**config.mk**
```make
export PLATFORM = sky130hd
export DESIGN_NAME = conv_frame_ctrl_flat
export DESIGN_NICKNAME = d
export VERILOG_FILES = /design/src/rtl/conv_frame_ctrl_if.sv /design/src/rtl/conv_frame_ctrl.sv /design/src/flat_wrapper.sv
export SDC_FILE = /design/constraint.sdc
export NUM_CORES = 1
export LEC_CHECK = 0
export BUFFER_PORTS_ARGS = -buffer_cell sky130_fd_sc_hd__buf_2
export CAP_MARGIN = 20
export CORE_ASPECT_RATIO = 0.75
export CORE_MARGIN = 10
export CORE_UTILIZATION = 45
export DETAILED_ROUTE_END_ITERATION = 8
export PLACE_DENSITY = 0.72
export REMOVE_ABC_BUFFERS = 1
export SKIP_LAST_GASP = 1
export SYNTH_ARGS = -nofsm -noshare
export SYNTH_HDL_FRONTEND = slang
export SYNTH_SLANG_ARGS = --single-unit
```
**constraint.sdc**
```tcl
create_clock -name i_clk -period 4.9 [get_ports i_clk]
set_input_delay 0.245 -clock i_clk [delete_from_list [all_inputs] [get_ports i_clk]]
set_output_delay 0.245 -clock i_clk [all_outputs]
set_load 0.005 [all_outputs]
```
**src/rtl/conv_frame_ctrl_if.sv**
```systemverilog
// Handshake/bus bundle between the frame controller and its environment.
//   master : environment side (drives start, kernel words, pixels, conv results)
//   slave  : controller side (drives ready, windows, kernel, count, status)
interface conv_frame_ctrl_if #(
    parameter int unsigned DW = 12
);
    logic              i_start;
    logic [DW-1:0]     i_kernel_word;
    logic              i_kernel_word_valid;
    logic [DW-1:0]     i_pixel;
    logic              i_pixel_valid;
    logic              o_pixel_ready;
    logic [9*DW-1:0]   o_window;
    logic              o_window_valid;
    logic [9*DW-1:0]   o_kernel_vals;
    logic              o_kernel_reset;
    logic              i_conv_valid;
    logic [15:0]       o_out_count;
    logic              o_busy;
    logic              o_done;

    modport master (
        output i_start, i_kernel_word, i_kernel_word_valid, i_pixel, i_pixel_valid, i_conv_valid,
        input  o_pixel_ready, o_window, o_window_valid, o_kernel_vals, o_kernel_reset,
               o_out_count, o_busy, o_done
    );

    modport slave (
        input  i_start, i_kernel_word, i_kernel_word_valid, i_pixel, i_pixel_valid, i_conv_valid,
        output o_pixel_ready, o_window, o_window_valid, o_kernel_vals, o_kernel_reset,
               o_out_count, o_busy, o_done
    );
endinterface

```
**src/rtl/conv_frame_ctrl.sv**
```systemverilog
// Frame sequencer for the 3x3 fixed-point convolution datapath.
// Loads a 9-word kernel serially and presents it packed with a one-cycle
// capture strobe, turns a raster pixel stream into 3x3 windows using two
// line buffers, then counts conv results and pulses done at frame end.
// Ports:
//   i_clk, i_rst_n : clock, asynchronous active-low reset
//   bus (slave)    : start, kernel load, pixel stream, windows, kernel,
//                    conv result strobe, result count, busy/done status
module conv_frame_ctrl #(
    parameter int unsigned INTEGER_BITS     = 8,
    parameter int unsigned FIXED_POINT_BITS = 4,
    parameter int unsigned IMG_W            = 28,
    parameter int unsigned IMG_H            = 28
) (
    input  logic               i_clk,
    input  logic               i_rst_n,
    conv_frame_ctrl_if.slave   bus
);
    localparam int unsigned DW = INTEGER_BITS + FIXED_POINT_BITS;
    localparam int unsigned KW = 9 * DW;
    localparam int unsigned CW = $clog2(IMG_W);
    localparam int unsigned RW = $clog2(IMG_H);
    localparam logic [15:0] N_RESULTS = 16'((IMG_W - 2) * (IMG_H - 2));

    typedef enum logic [1:0] {
        ST_IDLE   = 2'd0,
        ST_KLOAD  = 2'd1,
        ST_STREAM = 2'd2,
        ST_FLUSH  = 2'd3
    } state_t;

    state_t          state;
    logic [3:0]      kidx;
    logic            kernel_loaded;
    logic [RW-1:0]   row;
    logic [CW-1:0]   col;
    logic [KW-1:0]   window;
    logic [KW-1:0]   kernel_vals;
    logic            window_valid;
    logic            kernel_reset;
    logic            pixel_ready;
    logic            busy;
    logic            done;
    logic [15:0]     out_count;

    logic [DW-1:0]   kbuf [0:7];
    logic [DW-1:0]   lb0  [0:IMG_W-1];
    logic [DW-1:0]   lb1  [0:IMG_W-1];

    logic            accept_c;
    logic            start_take_c;
    logic            last_px_c;
    logic [15:0]     count_next_c;
    logic [KW-1:0]   kernel_pack_c;

    // pixel_ready is only ever set while streaming, so accept implies STREAM
    assign accept_c     = bus.i_pixel_valid & pixel_ready;
    assign start_take_c = (state == ST_IDLE) && bus.i_start && kernel_loaded;
    assign last_px_c    = (row == RW'(IMG_H - 1)) && (col == CW'(IMG_W - 1));

    // Saturating result count; done compares against this so it fires the
    // cycle right after the final conv result.
    always_comb begin
        count_next_c = out_count;
        if (bus.i_conv_valid && (state == ST_STREAM || state == ST_FLUSH) &&
            out_count != 16'hFFFF) begin
            count_next_c = out_count + 16'd1;
        end
    end

    // Packed kernel with k0 in the MSBs; the final word comes straight from the bus
    always_comb begin
        kernel_pack_c = '0;
        for (int i = 0; i < 8; i++) begin
            kernel_pack_c[(8 - i) * DW +: DW] = kbuf[i];
        end
        kernel_pack_c[DW-1:0] = bus.i_kernel_word;
    end

    // Kernel staging and line buffers; not reset, window_valid gates stale data
    always_ff @(posedge i_clk) begin
        if (state == ST_IDLE && bus.i_kernel_word_valid && !start_take_c) begin
            kbuf[0] <= bus.i_kernel_word;
        end
        if (state == ST_KLOAD && bus.i_kernel_word_valid && kidx < 4'd8) begin
            kbuf[kidx[2:0]] <= bus.i_kernel_word;
        end
        if (accept_c) begin
            lb1[col] <= lb0[col];
            lb0[col] <= bus.i_pixel;
        end
    end

    // Control FSM with registered outputs
    always_ff @(posedge i_clk or negedge i_rst_n) begin
        if (!i_rst_n) begin
            state         <= ST_IDLE;
            kidx          <= 4'd0;
            kernel_loaded <= 1'b0;
            row           <= '0;
            col           <= '0;
            window        <= '0;
            window_valid  <= 1'b0;
            kernel_vals   <= '0;
            kernel_reset  <= 1'b0;
            pixel_ready   <= 1'b0;
            busy          <= 1'b0;
            done          <= 1'b0;
            out_count     <= 16'd0;
        end else begin
            kernel_reset <= 1'b0;
            done         <= 1'b0;
            window_valid <= 1'b0;
            out_count    <= count_next_c;

            case (state)
                ST_IDLE: begin
                    if (start_take_c) begin
                        state       <= ST_STREAM;
                        row         <= '0;
                        col         <= '0;
                        out_count   <= 16'd0;
                        pixel_ready <= 1'b1;
                        busy        <= 1'b1;
                    end else if (bus.i_kernel_word_valid) begin
                        kernel_loaded <= 1'b0;
                        kidx          <= 4'd1;
                        state         <= ST_KLOAD;
                    end
                end

                ST_KLOAD: begin
                    if (bus.i_kernel_word_valid) begin
                        if (kidx == 4'd8) begin
                            kernel_vals   <= kernel_pack_c;
                            kernel_reset  <= 1'b1;
                            kernel_loaded <= 1'b1;
                            kidx          <= 4'd0;
                            state         <= ST_IDLE;
                        end else begin
                            kidx <= kidx + 4'd1;
                        end
                    end
                end

                ST_STREAM: begin
                    if (accept_c) begin
                        // Shift columns left; new column is {two rows up, one row up, pixel}
                        for (int r = 0; r < 3; r++) begin
                            window[(3 * r) * DW +: DW]     <= window[(3 * r + 1) * DW +: DW];
                            window[(3 * r + 1) * DW +: DW] <= window[(3 * r + 2) * DW +: DW];
                        end
                        window[2 * DW +: DW] <= lb1[col];
                        window[5 * DW +: DW] <= lb0[col];
                        window[8 * DW +: DW] <= bus.i_pixel;
                        // Windows straddling a row wrap (col < 2) are never valid
                        window_valid <= (row >= RW'(2)) && (col >= CW'(2));

                        if (col == CW'(IMG_W - 1)) begin
                            col <= '0;
                            row <= row + RW'(1);
                        end else begin
                            col <= col + CW'(1);
                        end

                        if (last_px_c) begin
                            state       <= ST_FLUSH;
                            pixel_ready <= 1'b0;
                        end
                    end
                end

                ST_FLUSH: begin
                    // No timeout: a missing conv result holds here until reset
                    if (count_next_c == N_RESULTS) begin
                        done  <= 1'b1;
                        busy  <= 1'b0;
                        state <= ST_IDLE;
                    end
                end

                default: state <= ST_IDLE;
            endcase
        end
    end

    assign bus.o_pixel_ready  = pixel_ready;
    assign bus.o_window       = window;
    assign bus.o_window_valid = window_valid;
    assign bus.o_kernel_vals  = kernel_vals;
    assign bus.o_kernel_reset = kernel_reset;
    assign bus.o_out_count    = out_count;
    assign bus.o_busy         = busy;
    assign bus.o_done         = done;
endmodule
```
**src/flat_wrapper.sv**
```systemverilog
// flat-port wrapper written by rule: the top's interface ports become plain ports
module conv_frame_ctrl_flat 
#(
    parameter int unsigned INTEGER_BITS     = 8,
    parameter int unsigned FIXED_POINT_BITS = 4,
    parameter int unsigned IMG_W            = 28,
    parameter int unsigned IMG_H            = 28
)
  (i_clk, i_rst_n, bus_i_start, bus_i_kernel_word, bus_i_kernel_word_valid, bus_i_pixel, bus_i_pixel_valid, bus_i_conv_valid, bus_o_pixel_ready, bus_o_window, bus_o_window_valid, bus_o_kernel_vals, bus_o_kernel_reset, bus_o_out_count, bus_o_busy, bus_o_done);
  conv_frame_ctrl_if bus_i ();
  input  logic i_clk;
  input  logic i_rst_n;
  input wire logic [$bits(bus_i.i_start)-1:0] bus_i_start;
  input wire logic [$bits(bus_i.i_kernel_word)-1:0] bus_i_kernel_word;
  input wire logic [$bits(bus_i.i_kernel_word_valid)-1:0] bus_i_kernel_word_valid;
  input wire logic [$bits(bus_i.i_pixel)-1:0] bus_i_pixel;
  input wire logic [$bits(bus_i.i_pixel_valid)-1:0] bus_i_pixel_valid;
  input wire logic [$bits(bus_i.i_conv_valid)-1:0] bus_i_conv_valid;
  output wire logic [$bits(bus_i.o_pixel_ready)-1:0] bus_o_pixel_ready;
  output wire logic [$bits(bus_i.o_window)-1:0] bus_o_window;
  output wire logic [$bits(bus_i.o_window_valid)-1:0] bus_o_window_valid;
  output wire logic [$bits(bus_i.o_kernel_vals)-1:0] bus_o_kernel_vals;
  output wire logic [$bits(bus_i.o_kernel_reset)-1:0] bus_o_kernel_reset;
  output wire logic [$bits(bus_i.o_out_count)-1:0] bus_o_out_count;
  output wire logic [$bits(bus_i.o_busy)-1:0] bus_o_busy;
  output wire logic [$bits(bus_i.o_done)-1:0] bus_o_done;
  assign bus_i.i_start = bus_i_start;
  assign bus_i.i_kernel_word = bus_i_kernel_word;
  assign bus_i.i_kernel_word_valid = bus_i_kernel_word_valid;
  assign bus_i.i_pixel = bus_i_pixel;
  assign bus_i.i_pixel_valid = bus_i_pixel_valid;
  assign bus_i.i_conv_valid = bus_i_conv_valid;
  assign bus_o_pixel_ready = bus_i.o_pixel_ready;
  assign bus_o_window = bus_i.o_window;
  assign bus_o_window_valid = bus_i.o_window_valid;
  assign bus_o_kernel_vals = bus_i.o_kernel_vals;
  assign bus_o_kernel_reset = bus_i.o_kernel_reset;
  assign bus_o_out_count = bus_i.o_out_count;
  assign bus_o_busy = bus_i.o_busy;
  assign bus_o_done = bus_i.o_done;
  conv_frame_ctrl #(.INTEGER_BITS(INTEGER_BITS), .FIXED_POINT_BITS(FIXED_POINT_BITS), .IMG_W(IMG_W), .IMG_H(IMG_H)) u_core (.i_clk(i_clk), .i_rst_n(i_rst_n), .bus(bus_i));
endmodule
```
# After elaboration in Yosys (flattened, before gate mapping)
# Memories as Yosys holds them, arrays and structs flattened. A register that Yosys moved wholly into a read port is not among the register bits.
# Cells that the tools add are included.
# totals
reg_bits	254
ramBits	768
output_inout_bits	237
elab_cells	127
memories	3
# op_classes
n_addsub	4
order_cmp	3
eq_ne	18
muxes	50
bitwise_logic	1
n_reduce_logical	35
# mem_list
memory	words	word_bits	rd	rd_ports_with_merged_regs	write_ports	line_no	source
u_core.lb0	28	12	1	0	1	conv_frame_ctrl.sv:47	logic [DW-1:0] lb0 [0:IMG_W-1];
u_core.lb1	28	12	1	1	1	conv_frame_ctrl.sv:48	logic [DW-1:0] lb1 [0:IMG_W-1];
u_core.kbuf	8	12	8	8	1	conv_frame_ctrl.sv:46	logic [DW-1:0] kbuf [0:7];
# op_table
op	count
16-bit 2-to-1 mux	3
5-bit 2-to-1 mux	5
1-bit 2-to-1 mux	22
5-bit one-hot mux with 2 select lines	2
16-bit by 1-bit adder with 16-bit output (second input constant)	1
16-bit by 10-bit == test with 1-bit output (second input constant)	1
4-bit 2-to-1 mux	4
16-bit != test (second input constant)	1
2-bit 2-to-1 mux	7
12-bit 2-to-1 mux	1
4-bit AND reduction	3
12-bit OR reduction	1
5-bit by 1-bit adder with 5-bit output (second input constant)	2
5-bit == test (second input constant)	2
5-bit by 2-bit >= comparator with 1-bit output (second input constant)	2
1-bit logical AND	10
1-bit logical NOT	10
2-bit != test (second input constant)	5
3-bit AND reduction	3
2-bit by 1-bit != test with 1-bit output (second input constant)	4
2-bit one-hot mux with 4 select lines	1
4-bit one-hot mux with 2 select lines	1
1-bit one-hot mux with 2 select lines	3
6-bit AND reduction	1
other kinds (13)	16

# Depth between registers and ports, before layout
# logic_depth
ltp_word	8
ltp_mapped	10
mapped_depth_nobuf	8

# Worst setup path after synthesis
# No wires, ideal clock.
# synth_timing
kind	register to register
startpoint	register u_core.col[0]
endpoint	memory u_core.lb0[6][0] (enable)
setup_ps	435
t_arrival_ps	3181
t_required_ps	4465
slack_ps	1284
stages_incl_launch_ff	9
n_path_buf	4
period_less_slack_ps	3616
cell_sequence	dfrtp_1 > buf_4 > buf_4 > buf_4 > buf_4 > inv_1 > ha_1 > nand2_1 > nor3_1
# synth_rtl
element	line_no	source
start, declared	conv_frame_ctrl.sv:36	logic [CW-1:0] col;
start signal, assigned	conv_frame_ctrl.sv:163	col <= col + CW'(1);
end, declared	conv_frame_ctrl.sv:47	
# No word-level cell before the write port.

# Final worst setup path
# layout_timing
startpoint	register u_core.state[1]
endpoint	register u_core.state[1]
# layout_between
elab_chain_len	8
word_cells_on_any_way	20
classes_between	10 x eq/ne; 3 x mux; 7 x reduce/logical
# layout_lines
element	line_no	source
start, declared	conv_frame_ctrl.sv:32	state_t state;
start signal, assigned	conv_frame_ctrl.sv:97	state <= ST_IDLE;
start signal, assigned	conv_frame_ctrl.sv:119	state <= ST_STREAM;
start signal, assigned	conv_frame_ctrl.sv:128	state <= ST_KLOAD;
2-bit == test	conv_frame_ctrl.sv:65, conv_frame_ctrl.sv:116	
1-bit logical OR	conv_frame_ctrl.sv:65	if (bus.i_conv_valid && (state == ST_STREAM || state == ST_FLUSH) &&
1-bit logical AND (2 in a row)	conv_frame_ctrl.sv:65	
16-bit 2-to-1 mux	conv_frame_ctrl.sv:65	
16-bit by 10-bit == test with 1-bit output	conv_frame_ctrl.sv:175	if (count_next_c == N_RESULTS) begin
2-bit != test (no line)	n/a	
6-bit AND reduction (no line)	n/a	
# Several ways; a longest one is shown, not always the timed one.
# A chain may end at the register's enable or synchronous reset.

==> run_results.csv <==
group,metric,value,unit
outcome,outcome,"finished clean",
placed_design,pre_cts_slack,1.51,ns
run,drv_cap,0,
finish,fin_cells,3913,
power,p_seq_share,50.4,%
hold_path,holdPathStages,3,
power,switching_share,25.5,%
route,initialDrtViolationCount,2597,
route,totalWireLength,99000,microns
global_routing,grt.overflow.total,0,
placed_design,place_congestion,0.832,
die,start_util,45.4,%
critical_path,path_buf_inv,1,
timing,finalHoldViolCount,0,
critical_path,required,5.45,ns
finish,fill_cells,6689,
critical_path,cp_top_family,"simple AND/OR/NAND/NOR gates",
synthesis,synth_commonest_cells,"edfxtp_1, nand2_1, dfrtp_1",
route,wl_met2,48200,microns
critical_path,path_class,"register to register",
power,power_density,462,nW/um^2
power,total_leakage_power,0.0175,uW
finish,nNetsFinal,2730,
route,maxUsedRoutingLayer,"met5",
critical_path,crit_chain,"nand2_1, nor4_1, mux2i_1, o2111ai_2, a2111oi_2, a21oi_1, dlygate4sd3_1",
critical_path,critical_path.endpoint_type,"register",
synthesis,yosysTopAreaCellShare,59.1,%
power,p_switching,5380,uW
synthesis,synthArstFlopShare,24.9,%
critical_path,ff2ff_path_depth,7,
power,p_int,15700,uW
cts,clk_latency,0.67,ns
synthesis,yosysMostFrequentCell,"edfxtp_1",
die,core-area,85900,sq um
synthesis,ys_seq_area_share,75.4,%
timing,final.min_clock_period,3.36,ns
synthesis,synth.largest_area_cell,"edfxtp_1",
finish,drive_gt1_share,26.5,%
cts,clockBufferDepth,3,
critical_path,reg2reg_from,"u_core.state[1]",
cts,clock-sinks,1022,
synthesis,synth-edff-count,768,
critical_path,critPathSlowestCell,"dfrtp_1",
die,chipHeight,275,microns
route,wl_met3,8660,microns
route,drc_errors,0,
die,die_w,360,microns
global_routing,grt_usage,19.5,%
placed_design,hpwl,57700,microns
critical_path,startpoint,"u_core.state[1]",
global_routing,grt_pass1_wl,147000,microns
route,wl_per_cell,25.3,microns
timing,rsz0062_at_grt,"no",
route,met1Wirelength,39200,microns
hold_path,hp-class,"input port to register",
critical_path,cp.arrival,3.91,ns
synthesis,synth_ff_type,"edfxtp_1",
power,pwr-share-clk,36.1,%
cts,cts_buffers,96,
route,ant_nets,0,
timing,drv_slew,0,
cts,root_buffer,"clkbuf_16",
finish,areaGrowthSynthToFinish,16.9,%
timing,finalSetupViolations,0,
route,vias_per_cell,5.69,
critical_path,reg2reg_to,"u_core.state[1]",
cts,cts_tree,"yes",
synthesis,ys_warn_count,0,
timing,fin_crit_sh,68.6,%
cts,h-tree-depth,3,
route,firstDrtPassIters,5,
global_routing,grt_start_max_net_pins,102,
critical_path,critPathMaxFanout,17,
synthesis,synthTopCellsByArea,"edfxtp_1, dfrtp_1, mux4_2",
power,ir_drop,0.000325,V
cts,path_clk_slew,0.06,ns
power,comb_power_share,13.5,%
critical_path,start_kind,"register",
global_routing,grt_pass1_vias,22346,
timing,setup_ws,1.54,ns
timing,timing.fmax,298,MHz
critical_path,rrSetupSlack,1.54,ns
placed_design,place_inst,3710,
global_routing,antenna_found_initial,3,
synthesis,syn_inst,2365,
critical_path,max_stage_delay,0.72,ns
synthesis,syn-mean-instance-area,16.5,sq um
cts,cts_setup_buffers,0,
critical_path,cp_num_cells,7,
timing,setup-tns-final,0,ns
synthesis,netlist_area,39000,sq um
die,ios,267,
timing,worstMarginPinSlew,1.08,ns
synthesis,synth_cell_type_count,66,
synthesis,yosys_register_bits,1022,
die,die_area,99000,sq um
placed_design,io_buffers,266,
hold_path,min_to,"u_core.bus.o_window[103]",
die,rows,93,
finish,fin_util,53.1,%
timing,maxSlewHeadroom,28.1,%
route,vias,22277,
timing,skew,0.0367,ns
hold_path,min_from,"bus_i_pixel[7]",
-- power groups by stage --
stage	registers [uW]	logic (uW)	clock network [uW]
after floorplan	10800	1750	0
after global placement	10800	2680	0
after detailed placement	10800	2800	0
after CTS	10600	2840	7730
after global routing	10700	3120	8110
final	10600	2840	7620
-- worst max path at each step --
stage / endpoint / slack (ns)
floorplan: u_core.lb0[7][0] / -4.47
global placement: u_core.bus.o_window[33] / 1.58
detailed placement: u_core.bus.o_window[69] / 1.51
global route: u_core.state[1] / 1.30
CTS: u_core.bus.o_window[69] / 1.49
finish: u_core.state[1] / 1.54
-- stage by stage --
stage	hold slack (ns)	instance area, sq um	total power [uW]
floorplan	-0.0506	38500	12600
global placement	0.358	42000	13500
detailed placement	0.369	42100	13600
CTS	0.0164	45500	21200
global route	0.0620	45600	21900
finish	0.0390	45600	21100
-- worst register-to-register path, cell delays in order (launching register included) --
cell and delay, ns:
dfrtp_1 0.72, nand2_1 0.35, nor4_1 0.47, mux2i_1 0.33
o2111ai_2 0.19, a2111oi_2 0.50, a21oi_1 0.13, dlygate4sd3_1 0.57
-- placed cells by master, fill, tap and decap left out, drive strengths merged, types with 6 or more instances in the layout --
master / instances
a21oi: 20
buf: 330
bufinv: 9
clkbuf: 123
clkinv: 38
dfrtp: 254
dlygate4sd3: 17
edfxtp: 768
ha: 9
inv: 14
mux2: 14
mux2i: 56
mux4: 176
nand2: 674
nand3: 15
nand3b: 7
nand4: 11
nor2: 68
nor3: 15
o21ai: 57
o221ai: 6
o22ai: 8
xnor2: 6
xor2: 8
-- what timing repair did --
item                                   4_1_cts  5_1_grt
endpoints found under the hold margin      209        0
hold buffers                                17        0
resized for setup                            0        0
-- cell type report --
class	count	area (sq um)	area share (%)
inverters	10	42.5	0.0932
flip-flops and latches	1022	29400	64.5
repair buffers	347	2180	4.78
clock buffers	123	2660	5.82
well taps	1140	1430	3.13
clock inverters	56	603	1.32
diodes	1	2.50	0.00548
multi-input cells	1214	9290	20.4
-- registers in the layout (all words and copies together), names as in the netlist --
| signal | count |
|---|---|
| u_core.kernel_loaded | 1 |
| u_core.bus.o_busy | 1 |
| u_core.bus.o_pixel_ready | 1 |
| u_core.bus.o_done | 1 |
| u_core.kbuf | 96 |
| u_core.lb0 | 336 |
| u_core.row | 5 |
| u_core.col | 5 |
| u_core.bus.o_window | 108 |
| u_core.state | 2 |
| u_core.bus.o_kernel_vals | 108 |
| u_core.kidx | 4 |
| u_core.lb1 | 336 |
| u_core.bus.o_kernel_reset | 1 |
| u_core.bus.o_out_count | 16 |
| u_core.bus.o_window_valid | 1 |
-- per-layer routing --
| layer | vias up | GRT usage [%] |
|---|---|---|
| li1 | 9418 | - |
| met1 | 11519 | 26.6 |
| met2 | 1146 | 31.9 |
| met3 | 192 | 3.97 |
| met4 | 2 | 5.85 |
| met5 | - | 0 |
-- cells by family after synthesis --
kind of cell	share of synthesized area (%)
flip-flops	75.4
AND/OR/NAND/NOR	8.83
multiplexers	12.0
buffers and inverters	1.51
AO/OA/AOI/OAI	1.67
XOR/XNOR	0.314
adder cells (fa/ha/maj)	0.289
Note: power is estimated with default switching activity, not from simulation.
